**config.mk**
```make
export PLATFORM = sky130hd
export DESIGN_NAME = gmii_tx_arbiter
export DESIGN_NICKNAME = d
export VERILOG_FILES = /design/src/rtl/gmii_tx_arbiter.sv
export SDC_FILE = /design/constraint.sdc
export NUM_CORES = 1
export LEC_CHECK = 0
export BUFFER_PORTS_ARGS = -buffer_cell sky130_fd_sc_hd__buf_4
export CORE_MARGIN = 5
export CORE_UTILIZATION = 62
export CTS_CLUSTER_DIAMETER = 200
export CTS_CLUSTER_SIZE = 28
export DETAILED_ROUTE_END_ITERATION = 12
export MAX_ROUTING_LAYER = met4
export PLACE_DENSITY = 0.84
export SLEW_MARGIN = 20
export SYNTH_ARGS = -nofsm -noshare
export SYNTH_HDL_FRONTEND = slang
export SYNTH_SLANG_ARGS = --single-unit
```
**constraint.sdc**
```tcl
create_clock -name gmii_tx_clk -period 3.2 [get_ports gmii_tx_clk]
set_input_delay 0.16 -clock gmii_tx_clk [delete_from_list [all_inputs] [get_ports gmii_tx_clk]]
set_output_delay 0.16 -clock gmii_tx_clk [all_outputs]
set_load 0.01 [all_outputs]
```
**src/rtl/gmii_tx_arbiter.sv**
```systemverilog
`timescale 1ns/1ps
// gmii_tx_arbiter
//   Frame-level arbiter that shares one GMII transmit path between the ARP
//   responder and the UDP transmitter. A sender raises its req. The arbiter
//   grants the link to that sender alone and forwards its tx_en/txd with one
//   register stage. After each frame it enforces an idle gap before the next
//   grant. The senders alternate on contention. A sender that never starts is
//   timed out, and a frame that runs too long is truncated.
//
// Ports
//   gmii_tx_clk   sole clock
//   rstn          asynchronous active-low reset
//   arp_req       ARP sender requests the link (level)
//   arp_tx_en     ARP GMII enable
//   arp_txd[7:0]  ARP GMII data
//   udp_req       UDP sender requests the link (level)
//   udp_tx_en     UDP GMII enable
//   udp_txd[7:0]  UDP GMII data
//   arp_grant     ARP owns the link
//   udp_grant     UDP owns the link
//   gmii_tx_en    registered enable to the PHY adapter
//   gmii_txd[7:0] registered data to the PHY adapter
//   busy          arbiter is not idle
//   timeout_err   one-cycle pulse when a granted sender fails to start
//   oversize_err  one-cycle pulse when a frame is truncated
//
// state   | meaning
// --------+------------------------------------------------------------------
// S_IDLE  | no owner; arbitrate pending requests on each edge
// S_GRANT | winner granted; waiting for its tx_en (start timer running)
// S_SEND  | forwarding the winner's frame (frame length counter running)
// S_ABORT | frame truncated; output muted until the winner drops tx_en
// S_GAP   | inter-frame gap; no grants, output idle

module gmii_tx_arbiter #(
  parameter int IFG_CYCLES       = 12,
  parameter int START_TIMEOUT    = 64,
  parameter int MAX_FRAME_CYCLES = 1534
) (
  input  logic       gmii_tx_clk,
  input  logic       rstn,
  input  logic       arp_req,
  input  logic       arp_tx_en,
  input  logic [7:0] arp_txd,
  input  logic       udp_req,
  input  logic       udp_tx_en,
  input  logic [7:0] udp_txd,
  output logic       arp_grant,
  output logic       udp_grant,
  output logic       gmii_tx_en,
  output logic [7:0] gmii_txd,
  output logic       busy,
  output logic       timeout_err,
  output logic       oversize_err
);

  typedef enum logic [2:0] {
    S_IDLE  = 3'd0,
    S_GRANT = 3'd1,
    S_SEND  = 3'd2,
    S_ABORT = 3'd3,
    S_GAP   = 3'd4
  } state_t;

  // Terminal-count values, sized to the 16-bit counters.
  localparam logic [15:0] START_LAST = 16'(START_TIMEOUT - 1);
  localparam logic [15:0] FRAME_MAX  = 16'(MAX_FRAME_CYCLES);
  localparam logic [15:0] GAP_LAST   = 16'(IFG_CYCLES - 1);

  state_t      state;
  logic        win_arp;    // current owner: 1 = ARP, 0 = UDP
  logic        last_arp;   // winner of the most recent arbitration
  logic [15:0] start_cnt;
  logic [15:0] frame_cnt;
  logic [15:0] gap_cnt;

  logic       win_req;
  logic       win_tx_en;
  logic [7:0] win_txd;
  logic       pick_arp;

  // Only the owner's lanes are ever looked at. The other sender is invisible.
  assign win_req   = win_arp ? arp_req   : udp_req;
  assign win_tx_en = win_arp ? arp_tx_en : udp_tx_en;
  assign win_txd   = win_arp ? arp_txd   : udp_txd;

  // A lone requester wins. On a tie the sender that did not win last time
  // gets the link.
  assign pick_arp = arp_req && (!udp_req || !last_arp);

  // The counters stick at full scale instead of wrapping.
  function automatic logic [15:0] sat_inc(input logic [15:0] v);
    return (v == 16'hFFFF) ? v : v + 16'd1;
  endfunction

  always_ff @(posedge gmii_tx_clk or negedge rstn) begin
    if (!rstn) begin
      state        <= S_IDLE;
      win_arp      <= 1'b0;
      last_arp     <= 1'b0;
      start_cnt    <= 16'd0;
      frame_cnt    <= 16'd0;
      gap_cnt      <= 16'd0;
      arp_grant    <= 1'b0;
      udp_grant    <= 1'b0;
      gmii_tx_en   <= 1'b0;
      gmii_txd     <= 8'h00;
      busy         <= 1'b0;
      timeout_err  <= 1'b0;
      oversize_err <= 1'b0;
    end else begin
      // Error flags are pulses, and the output lane is idle unless a state
      // below forwards data.
      timeout_err  <= 1'b0;
      oversize_err <= 1'b0;
      gmii_tx_en   <= 1'b0;
      gmii_txd     <= 8'h00;

      case (state)
        S_IDLE: begin
          if (arp_req || udp_req) begin
            state     <= S_GRANT;
            busy      <= 1'b1;
            win_arp   <= pick_arp;
            last_arp  <= pick_arp;
            arp_grant <= pick_arp;
            udp_grant <= !pick_arp;
            start_cnt <= 16'd0;
          end
        end

        S_GRANT: begin
          // Forward from the first sampled byte so that the frame start has
          // the same one-cycle latency as the rest of the frame.
          gmii_tx_en <= win_tx_en;
          gmii_txd   <= win_txd;
          if (win_tx_en) begin
            state     <= S_SEND;
            frame_cnt <= 16'd1;
          end else if (!win_req) begin
            state     <= S_IDLE;
            busy      <= 1'b0;
            arp_grant <= 1'b0;
            udp_grant <= 1'b0;
          end else if (start_cnt >= START_LAST) begin
            state       <= S_IDLE;
            busy        <= 1'b0;
            arp_grant   <= 1'b0;
            udp_grant   <= 1'b0;
            timeout_err <= 1'b1;
          end else begin
            start_cnt <= sat_inc(start_cnt);
          end
        end

        S_SEND: begin
          if (!win_tx_en) begin
            gmii_txd  <= win_txd;
            state     <= S_GAP;
            gap_cnt   <= 16'd0;
            arp_grant <= 1'b0;
            udp_grant <= 1'b0;
          end else if (frame_cnt >= FRAME_MAX) begin
            // frame_cnt counts cycles already driven high, so the output has
            // been high for exactly FRAME_MAX cycles when this branch is taken.
            state        <= S_ABORT;
            arp_grant    <= 1'b0;
            udp_grant    <= 1'b0;
            oversize_err <= 1'b1;
          end else begin
            gmii_tx_en <= 1'b1;
            gmii_txd   <= win_txd;
            frame_cnt  <= sat_inc(frame_cnt);
          end
        end

        S_ABORT: begin
          // Hold the link muted until the runaway sender lets go, so that its
          // tail is never taken for the start of a new frame.
          if (!win_tx_en) begin
            state   <= S_GAP;
            gap_cnt <= 16'd0;
          end
        end

        S_GAP: begin
          if (gap_cnt >= GAP_LAST) begin
            state <= S_IDLE;
            busy  <= 1'b0;
          end else begin
            gap_cnt <= sat_inc(gap_cnt);
          end
        end

        default: begin
          state     <= S_IDLE;
          busy      <= 1'b0;
          arp_grant <= 1'b0;
          udp_grant <= 1'b0;
        end
      endcase
    end
  end

endmodule

```
==> qor.txt <==
outcome - finished, final reports clean
EDFF count, synth - 0
boundary pin count - 36
FFs w/ async S/R, synth - 100%
Synth Net Count - 293
Pre-antenna DRT Iters - 4
via count - 2,104
area of the multi-input gates - 1270 um2
Seq/Total Area, Yosys - 55.0%
P_leak - 1.70 nW
Setup Viol. Count Final - 0
Main synth FF type - dfrtp_1
Max Clock Freq - 400 MHz
clk buf depth - 2
Pwr per Cell Area - 730 nW/um2
die height - 79.6 um
Synth-to-Final Area Change - 16.1%
category of the most critical setup path - register to register
synthesized instance count - 267
post-route minimum period - 2.50 ns
fin crit share - 78.1%
final core utilization - 73.8%
Inserted Clock Buffers - 9
placer congestion estimate - 0.839
nature of the critical path endpoint - register
reg2reg start - last_arp
sum of negative setup slack - 0 ns
skew final - 0.0101 ns
CTS tree - done
die area - 6330 um2
CP startpoint - last_arp
Antenna diodes - 0
DRC viols - 0
H-tree depth - 3
drt wl/cell - 14.8 um
WP data required - 3.45 ns
global-route wire length before repair - 9760 um
CTS sink cnt - 66
Clock transition at path regs - 0.07 ns
final WL - 5550 um
core area - 4720 um2
CP max FO - 13
fin. max-slew vios - 0
synthesized area - 3000 um2
final net count - 330
initial antenna violation count - 0
Die Span X - 79.6 um
Overall Global Routing Usage - 20.7%
starting DRC count in detailed routing - 130
min-delay src - udp_txd[7]
port bufs - 35
hold_ws - 0.0578 ns
RSZ-0062 raised after global routing - no
Ys Warns - 0
commonest non-fill, non-tap cells in the layout - dfrtp_1 (66), buf_4 (35), nor2_1 (25)
grt total ovfl - 0
Worst setup SP type - register
Max Cap Viol - 0
Antenna Violating Nets Remaining - 0
Register Area - 1650 um2
# rows - 25
Fillers - 318
Mean Syn Cell Area - 11.2 um2
#FFs+latches synth - 66
share of layout cells above drive strength 1 - 21.8%
Via density - 5.61
HP Class - input port to register
Root Buffer - clkbuf_8
CTS resizes - 0
worst skew pair latency - 0.34 ns
most common cell after layout, fill and taps aside - dfrtp_1
Peak VDD IR - 0.000446 V
critical path data arrival time - 2.75 ns
Final HPWL DP - 3900 um
Netlist cell types - 59
largest net degree at the start of global routing - 67
worst slew pin tran - 0.788 ns
vias in the first global route - 2,096
Starting Density - 63.5%
Max-slew headroom - 47.5%
Fin. Hold Viols - 0
==> metrics by stage <==
stage	power, mW	instances	setup slack (ns)	instance area (um2)
floorplan	1.68	267	1.13	3000
global placement	1.86	359	0.794	3290
detailed placement	1.90	359	0.690	3290
CTS	2.56	375	0.685	3490
global route	2.73	375	0.518	3490
finish	2.55	375	0.700	3490
==> state kept, by name (all words and copies together), names as in the netlist, 3 cells and up <==
| name | count |
|---|---|
| state | 3 |
| gap_cnt | 16 |
| frame_cnt | 16 |
| start_cnt | 16 |
| gmii_txd | 8 |
==> critical path: stages (launching register included) <==
cell and delay (ns):
dfrtp_1 0.78, mux2i_4 0.43, nor2_1 0.24, or2_2 0.40, or3_4 0.37, o31ai_2 0.18
==> repair_timing <==
action                                 4_1_cts  5_1_grt
buffers inserted                             0        0
hold buffers                                 1        0
endpoints found under the hold margin       66        0
==> area by class of cell <==
| type | instances | area share [%] |
|---|---|---|
| tap | 67 | 2.40 |
| inverter | 7 | 0.754 |
| sequential | 66 | 47.4 |
| clock inverter | 3 | 1.15 |
| clock buffer | 12 | 4.16 |
| multi-input combinational | 184 | 36.3 |
| timing repair buffer | 36 | 7.82 |
==> final timing paths <==
kind / endpoint / slack, ns / depth (start not counted)
setup / recovery: start_cnt[5] / 0.70 / 5
setup reg to reg: start_cnt[5] / 0.70 / 5
hold reg to reg: busy / 0.48 / 1
hold / removal: gmii_txd[7] / 0.06 / 3
min in group asynchronous: frame_cnt[8] / 0.45 / 2
max in group asynchronous: gmii_txd[3] / 2.23 / 2
==> power breakdown <==
group / leakage, nW / switching, mW / internal (mW) / total (mW)
combinational: 0.703 / 0.441 / 0.343 / 0.784
clock: 0.0962 / 0.291 / 0.375 / 0.666
sequential: 0.896 / 0.142 / 0.953 / 1.10
total: 1.70 / 0.874 / 1.67 / 2.55
==> synth_stat cells, types with 5 or more instances <==
library cell,number,area share [%]
clkbuf_1,5,0.63
nor2_1,25,3.1
dfrtp_1,66,55
nand3_1,9,1.5
and2_1,17,3.5
nor4_1,6,1.3
inv_1,7,0.88
nor2b_1,10,2.1
nand2_1,16,2.0
o21ai_0,11,1.8
a21oi_1,5,0.83
nor3_1,5,0.83
xnor2_1,7,2.0
mux2i_1,10,3.3
==> cells by family after synthesis <==
| kind of cell | after synthesis | synth area share (%) |
|---|---|---|
| xor gates and xnor gates | 8 | 2.33 |
| AOI/OAI and AO/OA | 45 | 11.0 |
| adders and majority gates | 4 | 1.67 |
| buffers and inverters | 17 | 2.79 |
| DFF | 66 | 55.0 |
| and+or+nand+nor | 113 | 21.8 |
| muxes | 14 | 5.42 |
==> per-layer routing <==
metal  global-route usage (%)  wire, um
met1                     26.4      2550
met2                     30.6      2530
met3                     6.88       347
met5                        -         0
met4                     8.25       119
(Power assumes the default switching activity.)
